**config.mk**
```make
export PLATFORM = sky130hd
export DESIGN_NAME = sa_sched
export DESIGN_NICKNAME = d
export VERILOG_FILES = /design/src/rtl/sa_pkg.sv /design/src/rtl/sa_skew_gen.sv /design/src/rtl/sa_sched.sv
export SDC_FILE = /design/constraint.sdc
export NUM_CORES = 1
export LEC_CHECK = 0
export BUFFER_PORTS_ARGS = -buffer_cell sky130_fd_sc_hd__clkbuf_2
export CAP_MARGIN = 20
export CORE_MARGIN = 1
export CORE_UTILIZATION = 53
export DETAILED_ROUTE_END_ITERATION = 10
export GPL_TIMING_DRIVEN = 1
export PLACE_DENSITY = 0.95
export SYNTH_ARGS = -nofsm -noshare
export SYNTH_HDL_FRONTEND = slang
export SYNTH_SLANG_ARGS = --single-unit
```
**constraint.sdc**
```tcl
create_clock -name I_CLK -period 4.8 [get_ports I_CLK]
set_clock_uncertainty 0.1 [all_clocks]
set_input_delay 0.48 -clock I_CLK [delete_from_list [all_inputs] [get_ports I_CLK]]
set_output_delay 0.48 -clock I_CLK [all_outputs]
set_load 0.005 [all_outputs]
```
**src/rtl/sa_pkg.sv**
```systemverilog
// ============================================================================
// Module : sa_pkg
// Brief  : Shared constants, FSM state encoding and width helper for sa_sched.
// Rev    : 1.0
// ============================================================================
`default_nettype none

package sa_pkg;

  localparam int c_DW     = 16;  // Q2.13 sample width
  localparam int c_FRAC   = 13;
  localparam int c_PE_LAT = 5;   // clocks per PE update (one beat)

  typedef enum logic [2:0] {
    IDLE   = 3'd0,
    LOAD_W = 3'd1,
    FEED   = 3'd2,
    DRAIN  = 3'd3,
    DONE   = 3'd4
  } sa_state_e;

  // Counter width able to hold 0..n_max inclusive
  function automatic int nw_of(input int n_max);
    return $clog2(n_max + 1);
  endfunction

endpackage

`default_nettype wire

```
**src/rtl/sa_skew_gen.sv**
```systemverilog
// ============================================================================
// Module : sa_skew_gen
// Brief  : Beat counter plus S-bit skew shift register producing lane valids.
// Rev    : 1.0
// ============================================================================
`default_nettype none

module sa_skew_gen #(
  parameter int S      = 64,
  parameter int PE_LAT = 5
) (
  input  logic         clk,
  input  logic         rst_n,
  input  logic         i_clr,
  input  logic         i_en,
  input  logic         i_push,
  output logic         o_beat_start,
  output logic [S-1:0] o_lane_vld,
  output logic         o_empty
);

  localparam int CW = (PE_LAT > 1) ? $clog2(PE_LAT) : 1;
  localparam logic [CW-1:0] c_CNT_LAST = CW'(PE_LAT - 1);

  logic [CW-1:0] r_cnt;
  logic [S-1:0]  r_sk;

  // Lane 0 takes the newest vector; each beat it moves one lane to the right.
  always_ff @(posedge clk or negedge rst_n) begin
    if (!rst_n) begin
      r_cnt <= '0;
      r_sk  <= '0;
    end else if (i_clr) begin
      r_cnt <= '0;
      r_sk  <= '0;
    end else if (i_en) begin
      r_cnt <= (r_cnt == c_CNT_LAST) ? '0 : r_cnt + CW'(1);
      if (r_cnt == '0) begin
        r_sk <= {r_sk[S-2:0], i_push};
      end
    end else begin
      r_cnt <= '0;
    end
  end

  assign o_beat_start = i_en && (r_cnt == '0);
  assign o_lane_vld   = r_sk;
  assign o_empty      = (r_sk == '0);

endmodule

`default_nettype wire

```
**src/rtl/sa_sched.sv**
```systemverilog
// ============================================================================
// Module : sa_sched
// Brief  : Job sequencer for the weight-stationary systolic array.
// Rev    : 1.0
// ============================================================================
`default_nettype none

module sa_sched
  import sa_pkg::*;
#(
  parameter int S      = 64,
  parameter int PE_LAT = c_PE_LAT,
  parameter int N_MAX  = 1024,
  parameter int NW     = nw_of(N_MAX),
  parameter int RW     = $clog2(S)
) (
  input  logic          I_CLK,
  input  logic          I_RST_N,
  input  logic          I_START,
  input  logic [NW-1:0] I_CFG_N,
  output logic          O_BUSY,
  output logic          O_DONE,
  output logic          O_W_REQ,
  output logic [RW-1:0] O_W_ROW,
  input  logic          I_W_RVLD,
  output logic [S-1:0]  O_SA_W_VLD,
  input  logic          I_XSRC_VLD,
  output logic          O_XSRC_RDY,
  output logic [S-1:0]  O_SA_X_VLD,
  input  logic [S-1:0]  I_SA_OUT_VLD,
  output logic [NW-1:0] O_OUT_CNT
);

  sa_state_e     r_state;
  sa_state_e     w_next;
  logic [NW-1:0] r_n;
  logic [RW-1:0] r_row;
  logic [NW-1:0] r_fed;
  logic [NW-1:0] r_out_cnt;

  logic          w_start_ok;
  logic          w_en;
  logic          w_beat_start;
  logic          w_push;
  logic          w_row_last;
  logic          w_collect;
  logic          w_empty;
  logic [S-1:0]  w_lane_vld;
  logic          w_unused_out_vld;

  // Only the bottom-right lane marks a finished result; other lanes are informational.
  assign w_unused_out_vld = ^I_SA_OUT_VLD[S-2:0];

  assign w_start_ok = (r_state == IDLE) && I_START;
  assign w_en       = (r_state == FEED) || (r_state == DRAIN);
  assign w_row_last = (r_row == RW'(S - 1));
  assign w_push     = (r_state == FEED) && w_beat_start && (r_fed < r_n) && I_XSRC_VLD;
  assign w_collect  = w_en && I_SA_OUT_VLD[S-1] && (r_out_cnt < r_n);

  sa_skew_gen #(
    .S      (S),
    .PE_LAT (PE_LAT)
  ) u_skew (
    .clk          (I_CLK),
    .rst_n        (I_RST_N),
    .i_clr        (w_start_ok),
    .i_en         (w_en),
    .i_push       (w_push),
    .o_beat_start (w_beat_start),
    .o_lane_vld   (w_lane_vld),
    .o_empty      (w_empty)
  );

  always_ff @(posedge I_CLK or negedge I_RST_N) begin
    if (!I_RST_N) begin
      r_state <= IDLE;
    end else begin
      r_state <= w_next;
    end
  end

  always_comb begin
    w_next = r_state;
    case (r_state)
      IDLE:    if (I_START) w_next = LOAD_W;
      LOAD_W:  if (I_W_RVLD && w_row_last) w_next = (r_n == '0) ? DONE : FEED;
      FEED:    if (r_fed == r_n) w_next = DRAIN;
      DRAIN:   if (w_empty && (r_out_cnt == r_n)) w_next = DONE;
      DONE:    w_next = IDLE;
      default: w_next = IDLE;
    endcase
  end

  // Job counters; they keep their final values until the next accepted start.
  always_ff @(posedge I_CLK or negedge I_RST_N) begin
    if (!I_RST_N) begin
      r_n       <= '0;
      r_row     <= '0;
      r_fed     <= '0;
      r_out_cnt <= '0;
    end else if (w_start_ok) begin
      r_n       <= I_CFG_N;
      r_row     <= '0;
      r_fed     <= '0;
      r_out_cnt <= '0;
    end else begin
      if ((r_state == LOAD_W) && I_W_RVLD) begin
        r_row <= w_row_last ? '0 : r_row + RW'(1);
      end
      if (w_push) begin
        r_fed <= r_fed + NW'(1);
      end
      if (w_collect) begin
        r_out_cnt <= r_out_cnt + NW'(1);
      end
    end
  end

  always_comb begin
    O_BUSY     = (r_state == LOAD_W) || w_en;
    O_DONE     = (r_state == DONE);
    O_W_REQ    = (r_state == LOAD_W);
    O_W_ROW    = (r_state == LOAD_W) ? r_row : '0;
    O_SA_W_VLD = ((r_state == LOAD_W) && I_W_RVLD) ? (S'(1) << r_row) : '0;
    O_XSRC_RDY = w_push;
    O_SA_X_VLD = w_lane_vld;
    O_OUT_CNT  = r_out_cnt;
  end

endmodule

`default_nettype wire

```
==> results.yml <==
run_status:
  status: "finished clean"
yosys:
  ys_warn_count: 0
  synth_nets: 828
  synth_enable_flop_cells: 0
  synth_area_leaders: "dfrtp_1 46%, nand2_1 11%, a21oi_1 7.3%"
  synth.largest_area_cell: "dfrtp_1"
  synth-seq-cells: 109
  netlist_area_um2: 5900
  syn_area_per_cell_um2: 8.24
  synthCells: 716
  synth_top_area_share: 0.463
  yosysSeqAreaShare: 0.463
  synth_ff_type: "dfrtp_1"
  yosysMostFrequentCell: "nand2_1"
  async_flop_share: 1.00
  synth_common_cells: "180 x nand2_1, 109 x dfrtp_1, 86 x a21oi_1, 81 x nor2_1, 37 x clkbuf_1"
  synth_cell_types: 44
floorplanning:
  start_util: 0.544
  fp-row-count: 38
  dieArea_um2: 11600
  die_w_um: 107
  die_h_um: 107
  core_area_um2: 10800
  io_pins: 229
drt:
  ant_nets: 0
  drtIter0Drc: 375
  dr.pass1.iters: 5
  vias_per_cell: 5.67
  vias: 5667
  wl_per_cell_um: 15.3
  drc: 0
  drt-total-wl_um: 15300
pwr:
  p_leak_nw: 3.37
  powerDensity_nw_per_um2: 560
  ir_worst_vdd_uv: 527
global_route:
  grt_pass1_wl_um: 24100
  overflow: 0
  grt_pass1_vias: 5047
  globalRouteTotalUtil: 0.262
  grt_antenna_before_repair: 0
  grt_max_degree: 103
cells_and_area:
  drive_gt1_frac: 0.224
  num-fill-cells: 889
  nets: 967
  fin_area_um2: 7010
  ff_latch_area_um2: 2730
  multi_input_area_um2: 2910
  antennaDiodeCount: 0
  syn_to_final_growth_pct: 18.9
sta:
  finalMaxSlewViolations: 0
  fin_crit_sh: 0.637
  finalWorstPathRequiredPeriod_ns: 3.06
  slew_headroom: 0.283
  worst_pin_slew_ns: 1.08
  finalSetupTns_ns: 0
  report.final.setup_viol: 0
  fmax_ghz: 0.327
  rsz0062_at_grt: "no"
  hold_viol_final: 0
clocking:
  cts_root_buf: "clkbuf_8"
  cts_buffer_depth: 2
  cts_max_level: 3
  cts_made_buffers: 9
  cts_resized: 0
  clk_pin_slew_ns: 0.11
  numClockSinks: 109
  post-cts-setup-buffers: 0
  insertion_delay_ns: 0.38
  hold_buffers: 0
  cts_tree: "done"
critical_path:
  criticalPathCategory: "register to output port"
  cp.arrival_ns: 2.48
  cp.required_ns: 4.22
  worst_setup_path_start_kind: "register"
  critPathMaxFanout: 14
  end_kind: "output port"
run:
  drv_cap: 0
placed_design:
  portBuffers: 165
  routabilityCongestion: 0.866
  hpwlAfterDp_um: 10600
  place_area_um2: 6780
min_path:
  hp-class: "input port to asynchronous set/reset pin"
==> sequential cells by signal, summed over array words and instances (netlist names) <==
name               cells
O_OUT_CNT             11
r_fed                 11
r_n                   11
r_row                  6
r_state                3
u_skew.o_lane_vld     64
u_skew.r_cnt           3
==> routing by layer <==
layer | wire length (µm) | track usage
met5 | 0 | 0
met4 | 189 | 0.0558
met2 | 7600 | 0.445
met3 | 1250 | 0.0630
met1 | 6280 | 0.339
==> path summary, 6_finish.rpt <==
path,from,end,slack (ns),cells past startpoint
worst max-delay path,u_skew.r_cnt[0],O_XSRC_RDY,1.74,7
worst min-delay path,I_RST_N,u_skew.o_lane_vld[48],0.09,1
worst max register to register,r_state[2],O_OUT_CNT[6],1.91,5
worst min register to register,r_fed[3],r_fed[3],0.45,1
max in group asynchronous,I_RST_N,u_skew.o_lane_vld[12],3.46,2
min in group I_CLK,I_CFG_N[0],r_n[0],0.19,3
==> where the power goes <==
group          leakage [nW]  internal (W)  switching (W)
clock                 0.102      0.000254       0.000340
combinational          1.79      0.000677        0.00106
sequential             1.48       0.00122       0.000374
==> logic make-up (layout without fill, tap and decap cells) <==
group	after synthesis	count (layout)	synth area share
buf+inv	67	211	0.0456
simple gates	365	365	0.282
compound gates	135	135	0.129
xor+xnor	1	1	0.00149
mux	7	7	0.0119
flops	109	109	0.463
fa+ha+maj	32	32	0.0679
==> cell usage in the layout, fill, tap and decap left out, types with 10 or more instances in the layout <==
cell type	synthesis	routed
nor4_1	18	18
a21oi_1	86	86
nand4_1	16	16
and2_1	12	10
o21ai_0	21	21
clkbuf_2	0	164
nor2_1	81	81
inv_1	26	26
nand2_1	180	179
dfrtp_1	109	109
ha_1	32	32
==> area by class of cell <==
class | count | share of cell area
clock buffer | 9 | 0.0177
clock inverter | 7 | 0.0132
inverter | 26 | 0.0139
multi-input combinational | 540 | 0.414
sequential | 109 | 0.389
tap | 140 | 0.0250
timing repair buffer | 169 | 0.127
==> critical path: stages (launching register included) <==
cell and delay, ns:
dfrtp_1 0.40, inv_1 0.07, ha_1 0.18, nor2b_1 0.34, nand4b_1 0.17, a2111o_1 0.54
inv_1 0.24, clkbuf_2 0.16
==> per-stage QoR <==
stage               total power [W]  std cells   util  hold slack [ns]  worst slack (ns)
detailed placement          0.00329        983  0.625            0.419              1.98
floorplan                   0.00260        716      -           0.0844              2.46
global route                0.00420       1000  0.647            0.148              1.56
CTS                         0.00389        999  0.645            0.111              1.73
finish                      0.00393       1000  0.647           0.0863              1.74
global placement            0.00318        982  0.623            0.415              2.12
(Power assumes the default switching activity.)
